===== src/rtl/picomem_dma.sv =====
// ---------------------------------------------------------------------------
// picomem_dma
//
// Single-channel word-copy DMA engine. Software programs a source address,
// a destination address and a word count through a small PicoMem responder
// port, then sets START. The engine copies the block one word at a time on
// its PicoMem initiator port. Each word is a read followed by a write, and
// there is always one idle cycle between two bus requests.
//
// Parameters:
//   LEN_W   - width of the LEN register (max 2^LEN_W-1 words per transfer)
//   TIMEOUT - cycles to wait for mem_m_ready before aborting (0 = never)
//
// Ports:
//   clk, resetn        - clock, asynchronous active-low reset
//   cfg_valid/ready    - register access request / one-cycle completion pulse
//   cfg_addr           - byte address, only [3:2] decoded
//   cfg_wdata/wstrb    - write data / nonzero strobe = full-word write
//   cfg_rdata          - registered read data, valid with cfg_ready
//   mem_m_valid/ready  - initiator request / completion pulse
//   mem_m_addr         - word-aligned address
//   mem_m_wdata/wstrb  - write data / 4'hF on write, 4'h0 on read
//   mem_m_rdata        - read data, sampled when mem_m_ready=1
//   irq                - high while DONE and IE are both set
//
// Register map (cfg_addr[3:2]):
//   0 SRC, 1 DST (bits [1:0] read as 0), 2 LEN (zero-extended),
//   3 CTRL write {IE, CLR, START} / STAT read {IE, ERR, DONE, BUSY}
// ---------------------------------------------------------------------------
module picomem_dma #(
  parameter int LEN_W   = 16,
  parameter int TIMEOUT = 1024
) (
  input  logic        clk,
  input  logic        resetn,
  input  logic        cfg_valid,
  output logic        cfg_ready,
  input  logic [31:0] cfg_addr,
  input  logic [31:0] cfg_wdata,
  input  logic [3:0]  cfg_wstrb,
  output logic [31:0] cfg_rdata,
  output logic        mem_m_valid,
  input  logic        mem_m_ready,
  output logic [31:0] mem_m_addr,
  output logic [31:0] mem_m_wdata,
  output logic [3:0]  mem_m_wstrb,
  input  logic [31:0] mem_m_rdata,
  output logic        irq
);

  typedef enum logic [1:0] {
    S_IDLE = 2'd0,
    S_RD   = 2'd1,
    S_WR   = 2'd2,
    S_FIN  = 2'd3
  } state_t;

  // Timeout compare value; the counter reaches TO_LAST on the final
  // permitted wait cycle.
  localparam bit          TO_EN   = (TIMEOUT != 0);
  localparam logic [31:0] TO_LAST = TO_EN ? 32'(TIMEOUT - 1) : 32'd0;

  state_t             state;
  state_t             state_n;
  logic [31:0]        src;
  logic [31:0]        dst;
  logic [LEN_W-1:0]   len;
  logic [LEN_W-1:0]   len_dec;
  logic [31:0]        data_q;
  logic [31:0]        tcnt;
  logic [31:0]        rd_mux;
  logic               done;
  logic               err;
  logic               ie;
  logic               gap;
  logic               busy;
  logic               valid_c;
  logic               ready_hit;
  logic               timeout_hit;
  logic               cfg_acc;
  logic               cfg_wr;
  logic               ctrl_wr;
  logic               start_req;
  logic [1:0]         cfg_sel;
  logic               unused_cfg_addr;

  assign cfg_sel         = cfg_addr[3:2];
  assign unused_cfg_addr = ^{cfg_addr[31:4], cfg_addr[1:0]};

  // An access is accepted on the cycle before cfg_ready rises, which also
  // guarantees a single cfg_ready pulse per request.
  assign cfg_acc   = cfg_valid & ~cfg_ready;
  assign cfg_wr    = cfg_acc & (|cfg_wstrb);
  assign ctrl_wr   = cfg_wr & (cfg_sel == 2'd3);

  // BUSY covers only the states with bus traffic; FIN already reports done.
  assign busy      = (state == S_RD) | (state == S_WR);
  assign start_req = ctrl_wr & cfg_wdata[0] & ~busy;

  // The gap flag holds valid low for the one cycle after each handshake.
  assign valid_c     = busy & ~gap;
  assign ready_hit   = valid_c & mem_m_ready;
  assign timeout_hit = TO_EN & valid_c & ~mem_m_ready & (tcnt == TO_LAST);

  assign len_dec = len - LEN_W'(1);
  assign irq     = done & ie;

  // Register read mux; working registers double as live progress values.
  always_comb begin
    rd_mux = 32'd0;
    case (cfg_sel)
      2'd0:    rd_mux = src;
      2'd1:    rd_mux = dst;
      2'd2:    rd_mux[LEN_W-1:0] = len;
      default: rd_mux = {28'd0, ie, err, done, busy};
    endcase
  end

  // State register.
  always_ff @(posedge clk or negedge resetn) begin
    if (!resetn) begin
      state <= S_IDLE;
    end else begin
      state <= state_n;
    end
  end

  // Next-state logic and bus outputs. Outputs are decoded from state so an
  // asynchronous reset removes a pending request immediately.
  always_comb begin
    state_n     = state;
    mem_m_valid = 1'b0;
    mem_m_addr  = 32'd0;
    mem_m_wdata = 32'd0;
    mem_m_wstrb = 4'h0;
    case (state)
      S_IDLE: begin
        if (start_req) begin
          state_n = (len == '0) ? S_FIN : S_RD;
        end
      end
      S_RD: begin
        mem_m_valid = valid_c;
        mem_m_addr  = src;
        if (ready_hit) begin
          state_n = S_WR;
        end else if (timeout_hit) begin
          state_n = S_FIN;
        end
      end
      S_WR: begin
        mem_m_valid = valid_c;
        mem_m_addr  = dst;
        mem_m_wdata = data_q;
        mem_m_wstrb = 4'hF;
        if (ready_hit) begin
          state_n = (len_dec == '0) ? S_FIN : S_RD;
        end else if (timeout_hit) begin
          state_n = S_FIN;
        end
      end
      S_FIN: begin
        if (start_req) begin
          state_n = (len == '0) ? S_FIN : S_RD;
        end else begin
          state_n = S_IDLE;
        end
      end
      default: state_n = S_IDLE;
    endcase
  end

  // Datapath and register file. Later assignments take priority, so
  // START overrides CLR and the transfer-end event sets DONE last.
  always_ff @(posedge clk or negedge resetn) begin
    if (!resetn) begin
      cfg_ready <= 1'b0;
      cfg_rdata <= 32'd0;
      src       <= 32'd0;
      dst       <= 32'd0;
      len       <= '0;
      data_q    <= 32'd0;
      tcnt      <= 32'd0;
      done      <= 1'b0;
      err       <= 1'b0;
      ie        <= 1'b0;
      gap       <= 1'b0;
    end else begin
      cfg_ready <= cfg_acc;
      if (cfg_acc) begin
        cfg_rdata <= rd_mux;
      end

      if (cfg_wr && !busy) begin
        case (cfg_sel)
          2'd0:    src <= {cfg_wdata[31:2], 2'b00};
          2'd1:    dst <= {cfg_wdata[31:2], 2'b00};
          2'd2:    len <= cfg_wdata[LEN_W-1:0];
          default: ;
        endcase
      end

      if (ctrl_wr) begin
        ie <= cfg_wdata[2];
        if (cfg_wdata[1]) begin
          done <= 1'b0;
          err  <= 1'b0;
        end
      end

      if (start_req) begin
        done <= 1'b0;
        err  <= 1'b0;
      end

      gap <= ready_hit;

      // Counts wait cycles of the current request only.
      if (!valid_c || mem_m_ready) begin
        tcnt <= 32'd0;
      end else begin
        tcnt <= tcnt + 32'd1;
      end

      if (ready_hit && (state == S_RD)) begin
        data_q <= mem_m_rdata;
      end

      if (ready_hit && (state == S_WR)) begin
        src <= src + 32'd4;
        dst <= dst + 32'd4;
        len <= len_dec;
      end

      if (timeout_hit) begin
        err <= 1'b1;
      end

      if (state_n == S_FIN) begin
        done <= 1'b1;
      end
    end
  end

endmodule


===== config.mk =====
export PLATFORM = sky130hd
export DESIGN_NAME = picomem_dma
export DESIGN_NICKNAME = d
export VERILOG_FILES = /design/src/rtl/picomem_dma.sv
export SDC_FILE = /design/constraint.sdc
export NUM_CORES = 1
export LEC_CHECK = 0
export CORE_MARGIN = 2
export CORE_UTILIZATION = 56
export DETAILED_ROUTE_END_ITERATION = 6
export GPL_TIMING_DRIVEN = 1
export MAX_ROUTING_LAYER = met4
export PLACE_DENSITY = 0.95
export SLEW_MARGIN = 20
export SYNTH_ARGS = -nofsm -noshare
export SYNTH_HDL_FRONTEND = slang
export SYNTH_SLANG_ARGS = --single-unit

===== constraint.sdc =====
create_clock -name clk -period 6 [get_ports clk]
set_input_delay 1.2 -clock clk [delete_from_list [all_inputs] [get_ports clk]]
set_output_delay 1.2 -clock clk [all_outputs]
set_load 0.03 [all_outputs]

Yosys cells after proc, flatten, opt, wreduce, memory -nomap -nowiden
Index checks and enable logic that the tools add are counted.
- register bits: 183
- latch bits: 0
- memory bits (writable): 0
- memory bits (read-only): 0
- input bits: 104
- output and inout bits: 103
- memories kept: 0
- $add $sub $neg: 4
- multipliers: 0
- divide/modulo/power cells: 0
- order comparisons: 0
- eq/ne operators: 8
- shifts and indexed selects: 0
- multiplexer cells: 29
- bitwise gates (word level): 15
- reduce and logical (&&, ||, !) cells: 25
- operator list (cell ; count):
    2-to-1 mux 32 bit ; 8
    adder 32 x 3 -> 32 bit (second input constant) ; 2
    case mux 32 bit (2 select lines) ; 1
    2-to-1 mux 16 bit ; 3
    case mux 16 bit (3 select lines) ; 1
    adder 32 x 1 -> 32 bit (second input constant) ; 1
    equality test 32 x 10 -> 1 bit (second input constant) ; 1
    zero test 16 bit ; 2
    case mux 16 bit (2 select lines) ; 1
    subtractor 16 x 1 -> 16 bit (second input constant) ; 1
    2-to-1 mux 2 bit ; 7
    nonzero test 3 bit ; 4
    AND 1 bit ; 10
    equality test 2 bit (second input constant) ; 5
    AND reduction 2 bit ; 5
    case mux 2 bit (4 select lines) ; 1
    nonzero test 2 bit ; 4
    2-to-1 mux 1 bit ; 6
    equality test 2 x 1 -> 1 bit (second input constant) ; 2
    zero test 2 bit ; 2
    2-to-1 mux 4 bit ; 1
    inverter 1 bit ; 4
    OR reduction 4 bit ; 1
    logical AND 1 bit ; 3
    4 further kinds ; 5

Logic depth before layout (Yosys ltp)
Gate-level depths: netlist of run 1.
- word-level depth: 11
- gate-level depth with buffers: 11
- mapped depth without buffers: 9

Worst setup path after synthesis of run 1
Ideal clock, no wire load.
- kind: register to output
- from: reg state[0]
- to: out mem_m_addr[11]
- data arrival time: 2102 ps
- slack: 2698 ps
- cell stages (with the launch flop): 7
- path buffers: 2
- cells stage by stage: dfrtp_1 inv_1 ha_1 clkbuf_1 buf_1 a22oi_1 nor2b_1
- cells in the longest elaborated chain, start to end: 2
- elaborated cells on any way between the ends: 3
- those cells by class: 2 x eq/ne; 1 x mux
- RTL lines (element ; line ; text):
    start: declaration ; 63 ; state_t state;
    start signal: assignment ; 124 ; state <= state_n;
    equality test 2 bit or equality test 2 x 1 -> 1 bit (tied branches) ; 136 ; case (state)
    case mux 32 bit (2 select lines) * ; 136 ;
    end: declaration ; 44 ; output logic [31:0] mem_m_addr,
Mark *: on every way between the ends. The rest lies on a longest branch, timed or not.

Worst setup path in the final report of run 1
- from: reg state[0]
- to: out mem_m_wdata[28]
- cells in the longest elaborated chain, start to end: 2
- RTL lines (element ; line ; text):
    equality test 2 bit ; 136 ;
    2-to-1 mux 32 bit ; 136 ;
    end: declaration ; 45 ; output logic [31:0] mem_m_wdata,
No other way between the ends.

==> summary.md, run 1 <==
| Metric | Value |
|---|---|
| Status | finished with violations |
| Failing checks | DRC |
| Syn. warnings | 0 |
| Synth cell types | 71 |
| Commonest non-fill, non-tap cells in the layout | 179 x dfrtp_1, 172 x clkdlybuf4s50_1, 127 x nor2_1, 94 x nand2_1 |
| Seq/Total Area, Yosys | 0.442 |
| NetSw | 2.41 mW |
| Delay-heaviest family, CP | buffers and inverters |
| WS Path Type | flip-flop to output pin |
| Gr usage total | 0.335 |
| Share of power burned in registers | 0.395 |
| Critical path cell sequence | inv_1, ha_2, buf_4, and2_1, clkdlybuf4s50_1 |
| Sw Ratio | 0.434 |
| Final RePlAce weighted congestion | 0.945 |
| Most common cell after layout, fill and taps aside | dfrtp_1 |
| Final non-filler cell area | 12500 um2 |
| DIE HEIGHT | 139 um |
| Clk_lat worst skew | 0.45 ns |
| FF+latch count, synth | 179 |
| Drt via density | 6.71 |
| Required time worst endpoint | 4.80 ns |
| Synth top area cells | dfrtp_1 44%, nor2_1 4.7%, mux2_2 3.8% |
| Initial antenna violation count | 2 |
| Final period util | 0.725 |
| Mean Syn Cell Area | 9.11 um2 |
| CP Launch Type | flip-flop |
| Setup bufs post-CTS | 0 |
| Pin count of the biggest net entering global routing | 79 |
| Clock network power share | 0.198 |
| Post-route ant nets | 0 |
| Layout cells sized above 1 | 0.0948 |
| Wire per inst | 21.3 um |
| Leakage power | 4.96 nW |
| Max_cap viols | 0 |
| Initial cell density of the core | 0.568 |
| Clock transition at path regs | 0.07 ns |
| DR DRC count | 1 |
| Number of global-route vias before repair | 9783 |
| Critical Path Slowest Stage Cell | ha_2 |
| Fin. Hold Viols | 0 |
| Synth top area share | 0.442 |
| Htree depth | 4 |
| DR pass1 iterations | 7 |
| DIE WIDTH | 139 um |
| Slew Limit Fails | 0 |
| Max clock buf depth | 2 |
| Hold Crit Class | flip-flop to flip-flop |
| CP max FO | 41 |
| Cts hold-fix bufs | 0 |
| Unrepaired setup endpoints after global routing | no |
| Total wire length | 31600 um |
| VDD IR max | 298 uV |
| DIE AREA | 19200 um2 |
| Skew final | 0.0109 ns |
| Grt total ovfl | 0 |
| CTS tree | built |
| Power Dens Cells | 443 nW/um2 |
| Placement-stage cell area | 11900 um2 |
| Delay of the slowest cell on the worst path | 0.76 ns |
| Fraction of registers with async set/reset | 1.00 |
| First-pass GRT wire length | 50400 um |
| Fmax | 0.230 GHz |
| Ys flop type | dfrtp_1 |
| Max-slew headroom | 0.343 |
| Setup TNS after final layout | 0 ns |
| Sum of buffers and inverters on the critical path | 3 |
| Setup-failing EPs final | 0 |
| HPWL Detailed | 21000 um |
| Area grow syn2layout | 23.5% |
| Post-Synthesis Cells | 1113 |
| Internal power | 3.15 mW |
| I/O pins | 207 |
| IO Port Bufs | 174 |
| Post-synth EDFFs | 0 |
| WP data arrival | 3.15 ns |
| Post-synth top area cell | dfrtp_1 |
| Post-Syn Area | 10100 um2 |
| Starting DRC count in detailed routing | 1891 |
| Vias | 9971 |
| Sink Count | 179 |
| Worst Max-Slew Pin Slew | 0.985 ns |
| CTS resizes | 0 |
| Post-route minimum period | 4.35 ns |
| Setup crit end kind | output pin |
| Power share of the combinational group | 0.407 |
| CTS root buf | clkbuf_16 |
| Core ar. | 17800 um2 |
| Rows | 49 |
| Total CTS buffers | 17 |
| Final Net Count | 1355 |
## cells by family (layout without fill, tap and decap cells)
kind of cell             count (synthesis)  after routing  synth area share
buffers and inverters                  100            241            0.0408
adder cells (fa/ha/maj)                  9              9            0.0111
XOR/XNOR                                28             28            0.0242
flip-flops                             179            179             0.442
other                                    1              4          0.000370
multiplexers                            67             67            0.0728
AO/OA/AOI/OAI                          267            267             0.172
AND/OR/NAND/NOR                        462            462             0.237
## sequential cells by signal (all words and copies together), names as in the netlist, 2 cells and up
name / count
src: 30
cfg_rdata: 32
data_q: 32
dst: 30
state: 2
len: 16
tcnt: 32
## path summary, 6_finish.rpt
| kind | start | to | slack (ns) | depth (start not counted) |
|---|---|---|---|---|
| max in group asynchronous | resetn | tcnt[30] | 3.91 | 2 |
| worst min-delay path | cfg_rdata[31] | cfg_rdata[31] | 0.48 | 2 |
| min in group asynchronous | resetn | cfg_rdata[27] | 0.78 | 1 |
| worst max-delay path | state[0] | mem_m_wdata[28] | 1.65 | 5 |
| worst min register to register | cfg_rdata[31] | cfg_rdata[31] | 0.48 | 2 |
| worst max register to register | state[0] | dst[22] | 2.11 | 8 |
## metrics by stage
stage	instances	hold slack [ns]	worst slack, ns	util	total power, mW
global placement	1452	0.461	2.16	0.669	4.24
CTS	1484	0.487	1.73	0.701	5.48
global route	1486	0.508	1.61	0.702	5.79
detailed placement	1452	0.471	2.05	0.669	4.38
floorplan	1114	0.441	2.70	-	3.52
finish	1486	0.481	1.65	0.702	5.55
## power by group through the flow
| stage | Clock (mW) | Sequential (mW) | Combinational [mW] |
|---|---|---|---|
| 2_1_floorplan | 0 | 2.07 | 1.45 |
| 3_3_place_gp | 0 | 2.13 | 2.11 |
| 3_5_place_dp | 0 | 2.17 | 2.20 |
| 4_1_cts | 1.09 | 2.16 | 2.23 |
| 5_1_grt | 1.14 | 2.24 | 2.40 |
| 6_report | 1.10 | 2.20 | 2.26 |
## cell usage after synthesis, drive strengths merged, types with 4 or more instances
| master | n |
|---|---|
| a31oi | 10 |
| mux2 | 34 |
| a211oi | 23 |
| nand3 | 40 |
| ha | 9 |
| a311oi | 18 |
| nor2 | 128 |
| or4 | 6 |
| nor4 | 16 |
| xor2 | 11 |
| o21ai | 66 |
| o221a | 8 |
| nand2b | 7 |
| a21oi | 65 |
| o22ai | 16 |
| nor2b | 32 |
| nand4 | 19 |
| clkbuf | 52 |
| nand2 | 96 |
| xnor2 | 17 |
| and4 | 8 |
| a22oi | 32 |
| or3 | 12 |
| buf | 27 |
| dfrtp | 179 |
| o21ba | 4 |
| and2 | 40 |
| inv | 21 |
| mux2i | 31 |
| nor3 | 28 |
| and3 | 16 |
## final cells by class
class,instances,area (um2)
Antenna cell,2,5.00
Clock buffer,17,425
Clock inverter,15,145
Fill cell,1214,5320
Inverter,21,78.8
Multi-Input combinational cell,835,5260
Sequential cell,179,4480
Tap cell,229,287
Timing Repair Buffer,188,1840
## worst register-to-register path: cells and delay by family, from the launching register on
family / cells / cell delay, ns
AND/OR/NAND/NOR: 3 / 1.63
adder cells (fa/ha/maj): 1 / 0.76
AO/OA/AOI/OAI: 2 / 0.37
buffers and inverters: 2 / 0.59
flip-flops: 1 / 0.44
## per-layer routing
layer	vias up	track usage	part of all wire
met5	-	-	0
met4	0	0.136	0.044
met2	722	0.514	0.47
met3	181	0.0798	0.11
li1	4284	-	-
met1	4784	0.432	0.37
Power figures use the tool's default switching activity.
==> inputs of run 2 (changes only) <==
--- a/config.mk
+++ b/config.mk
@@ -6,11 +6,11 @@
 export NUM_CORES = 1
 export LEC_CHECK = 0
 export CORE_MARGIN = 2
-export CORE_UTILIZATION = 56
+export CORE_UTILIZATION = 52
 export DETAILED_ROUTE_END_ITERATION = 6
 export GPL_TIMING_DRIVEN = 1
 export MAX_ROUTING_LAYER = met4
-export PLACE_DENSITY = 0.95
+export PLACE_DENSITY = 0.92
 export SLEW_MARGIN = 20
 export SYNTH_ARGS = -nofsm -noshare
 export SYNTH_HDL_FRONTEND = slang
==> constraint.sdc (replaced) <==
create_clock -name clk -period 4.4 [get_ports clk]
set_input_delay 0.88 -clock clk [delete_from_list [all_inputs] [get_ports clk]]
set_output_delay 0.88 -clock clk [all_outputs]
set_load 0.03 [all_outputs]
==> run 2 against run 1 <==
Effect of this change:
- the flow still finishes with violations (DRC)
- routed wire length is 5.3% lower
- critical endpoint is now mem_m_wdata[8]
- highest routed layer unchanged
- global-route usage is 3.4 points lower
- largest cell class unchanged
- clock skew hardly changed
- critical path type unchanged
- clock power is 36% higher
==> summary.md, run 2 (synthesized netlist as in run 1, its figures left out) <==
| Metric | Value |
|---|---|
| Status | finished with violations |
| Failing checks | DRC |
| Fin Hold WS | 0.427 ns |
| Sum of buffers and inverters on the critical path | 3 |
| Critical Path Slowest Stage Cell | clkdlybuf4s50_1 |
| Layout cells sized above 1 | 0.0984 |
| Post-route minimum period | 3.92 ns |
| Area grow syn2layout | 24.4% |
| Unrepaired setup endpoints after global routing | no |
| Htree depth | 4 |
| WS Path Type | flip-flop to output pin |
| Rows | 51 |
| Final period util | 0.890 |
| DIE WIDTH | 144 um |
| Leakage power | 5.00 nW |
| I/O pins | 207 |
| Reg2reg path depth | 9 |
| IO Port Bufs | 174 |
| Max-slew headroom | 0.439 |
| Stages on worst setup path | 5 |
| DR pass1 iterations | 7 |
| Total CTS buffers | 17 |
| Tot Pwr | 7.49 mW |
| Setup bufs post-CTS | 0 |
| Clk_lat worst skew | 0.45 ns |
| Finished Layout Cells | 1525 |
| Worst setup path start | state[0] |
| CTS root buf | clkbuf_16 |
| DIE AREA | 20600 um2 |
| Skew final | 0.0112 ns |
| VDD IR max | 342 uV |
| Sink Count | 179 |
| Reg2reg end | src[27] |
| First-pass GRT wire length | 47200 um |
| DIE HEIGHT | 144 um |
| Wire per inst | 19.7 um |
| Starting DRC count in detailed routing | 1516 |
| Initial antenna violation count | 0 |
| Slew Limit Fails | 0 |
| Pin count of the biggest net entering global routing | 74 |
| Number of global-route vias before repair | 8935 |
| Vias | 9521 |
| Hold Crit Class | input port to asynchronous set/reset pin |
| Most common cell after layout, fill and taps aside | dfrtp_1 |
| Required time worst endpoint | 3.52 ns |
| Commonest non-fill, non-tap cells in the layout | 179 x dfrtp_1, 172 x clkdlybuf4s50_1, 127 x nor2_1, 94 x nand2_1 |
| Gr usage total | 0.301 |
| Delay-heaviest family, CP | buffers and inverters |
| Top flop regs | cfg_rdata: 32 flops, data_q: 32 flops, tcnt: 32 flops |
| Total wire length | 30000 um |
| Drt via density | 6.24 |
| ANT cells | 0 |
| Inst Count DP | 1493 |
| R2R Path Start | state[0] |
| Grt total ovfl | 0 |
| Max clock buf depth | 2 |
| Share of power burned in registers | 0.397 |
| Max_cap viols | 0 |
| Fmax | 0.255 GHz |
| Setup crit end kind | output pin |
| WP data arrival | 3.04 ns |
| Clock transition at path regs | 0.07 ns |
| Clock network power share | 0.201 |
| Final RePlAce weighted congestion | 0.980 |
| Internal power | 4.31 mW |
| Placement-stage cell area | 12000 um2 |
| Final non-filler cell area | 12600 um2 |
| Sw Ratio | 0.425 |
| Delay of the slowest cell on the worst path | 0.69 ns |
| Critical path cell sequence | inv_1, ha_2, buf_4, and2_1, clkdlybuf4s50_1 |
| Core ar. | 19300 um2 |
| Power Dens Cells | 594 nW/um2 |
| CTS resizes | 0 |
| CP Launch Type | flip-flop |
| Initial cell density of the core | 0.526 |
| DR DRC count | 6 |
| HPWL Detailed | 20900 um |
| Post-route ant nets | 0 |
| Fin. Hold Viols | 0 |
| Worst Setup EP | mem_m_wdata[8] |
| Flop2flop setup slack | 1.11 ns |
| CP max FO | 39 |
| Worst Max-Slew Pin Slew | 0.842 ns |
| NetSw | 3.18 mW |
| Setup TNS after final layout | 0 ns |
| Cts hold-fix bufs | 0 |
| Power share of the combinational group | 0.403 |
| Final Net Count | 1360 |
| Setup-failing EPs final | 0 |
| CTS tree | built |
[run 2: per-stage QoR]
step	setup slack (ns)	utilization
after floorplan	1.42	-
after global placement	0.992	0.625
after detailed placement	0.932	0.625
after CTS	0.490	0.654
after global routing	0.370	0.654
final	0.484	0.654
[run 2: worst min path at each step]
stage                  start             to  slack [ns]  cells past startpoint
2_1_floorplan            err            err        0.44                      2
3_3_place_gp             err            err        0.46                      2
3_5_place_dp   cfg_rdata[24]  cfg_rdata[24]        0.47                      2
4_1_cts               resetn  cfg_rdata[23]        0.46                      1
5_1_grt               resetn  cfg_rdata[23]        0.48                      1
6_report              resetn  cfg_rdata[23]        0.43                      1
[run 2: power groups by stage]
stage | sequential, mW | clock, mW | combinational [mW]
5_1_grt | 3.06 | 1.58 | 3.25
3_3_place_gp | 2.92 | 0 | 2.89
3_5_place_dp | 2.97 | 0 | 2.97
6_report | 2.97 | 1.50 | 3.02
4_1_cts | 2.94 | 1.51 | 2.99
2_1_floorplan | 2.83 | 0 | 1.97
[run 2: worst register-to-register path, cell delays in order (launching register included)]
cell	delay, ns
dfrtp_1	0.42
inv_1	0.09
ha_2	0.77
nand3b_1	0.27
inv_1	0.24
nand2_1	0.27
buf_4	0.30
nand2_1	0.34
a21oi_1	0.17
a311oi_1	0.29
[run 2: final cells by class]
class                           count  area [um2]
Timing Repair Buffer              193        1890
Clock inverter                     14         131
Multi-Input combinational cell    835        5260
Tap cell                          265         332
Sequential cell                   179        4480
Inverter                           21        78.8
Clock buffer                       18         439
Fill cell                        1488        6660
[run 2: per-layer routing]
layer	share of wire	track usage	wire length, um
met5	0	-	0
met4	0.030	0.110	903
met2	0.45	0.439	13600
met3	0.10	0.0583	3100
met1	0.41	0.421	12400
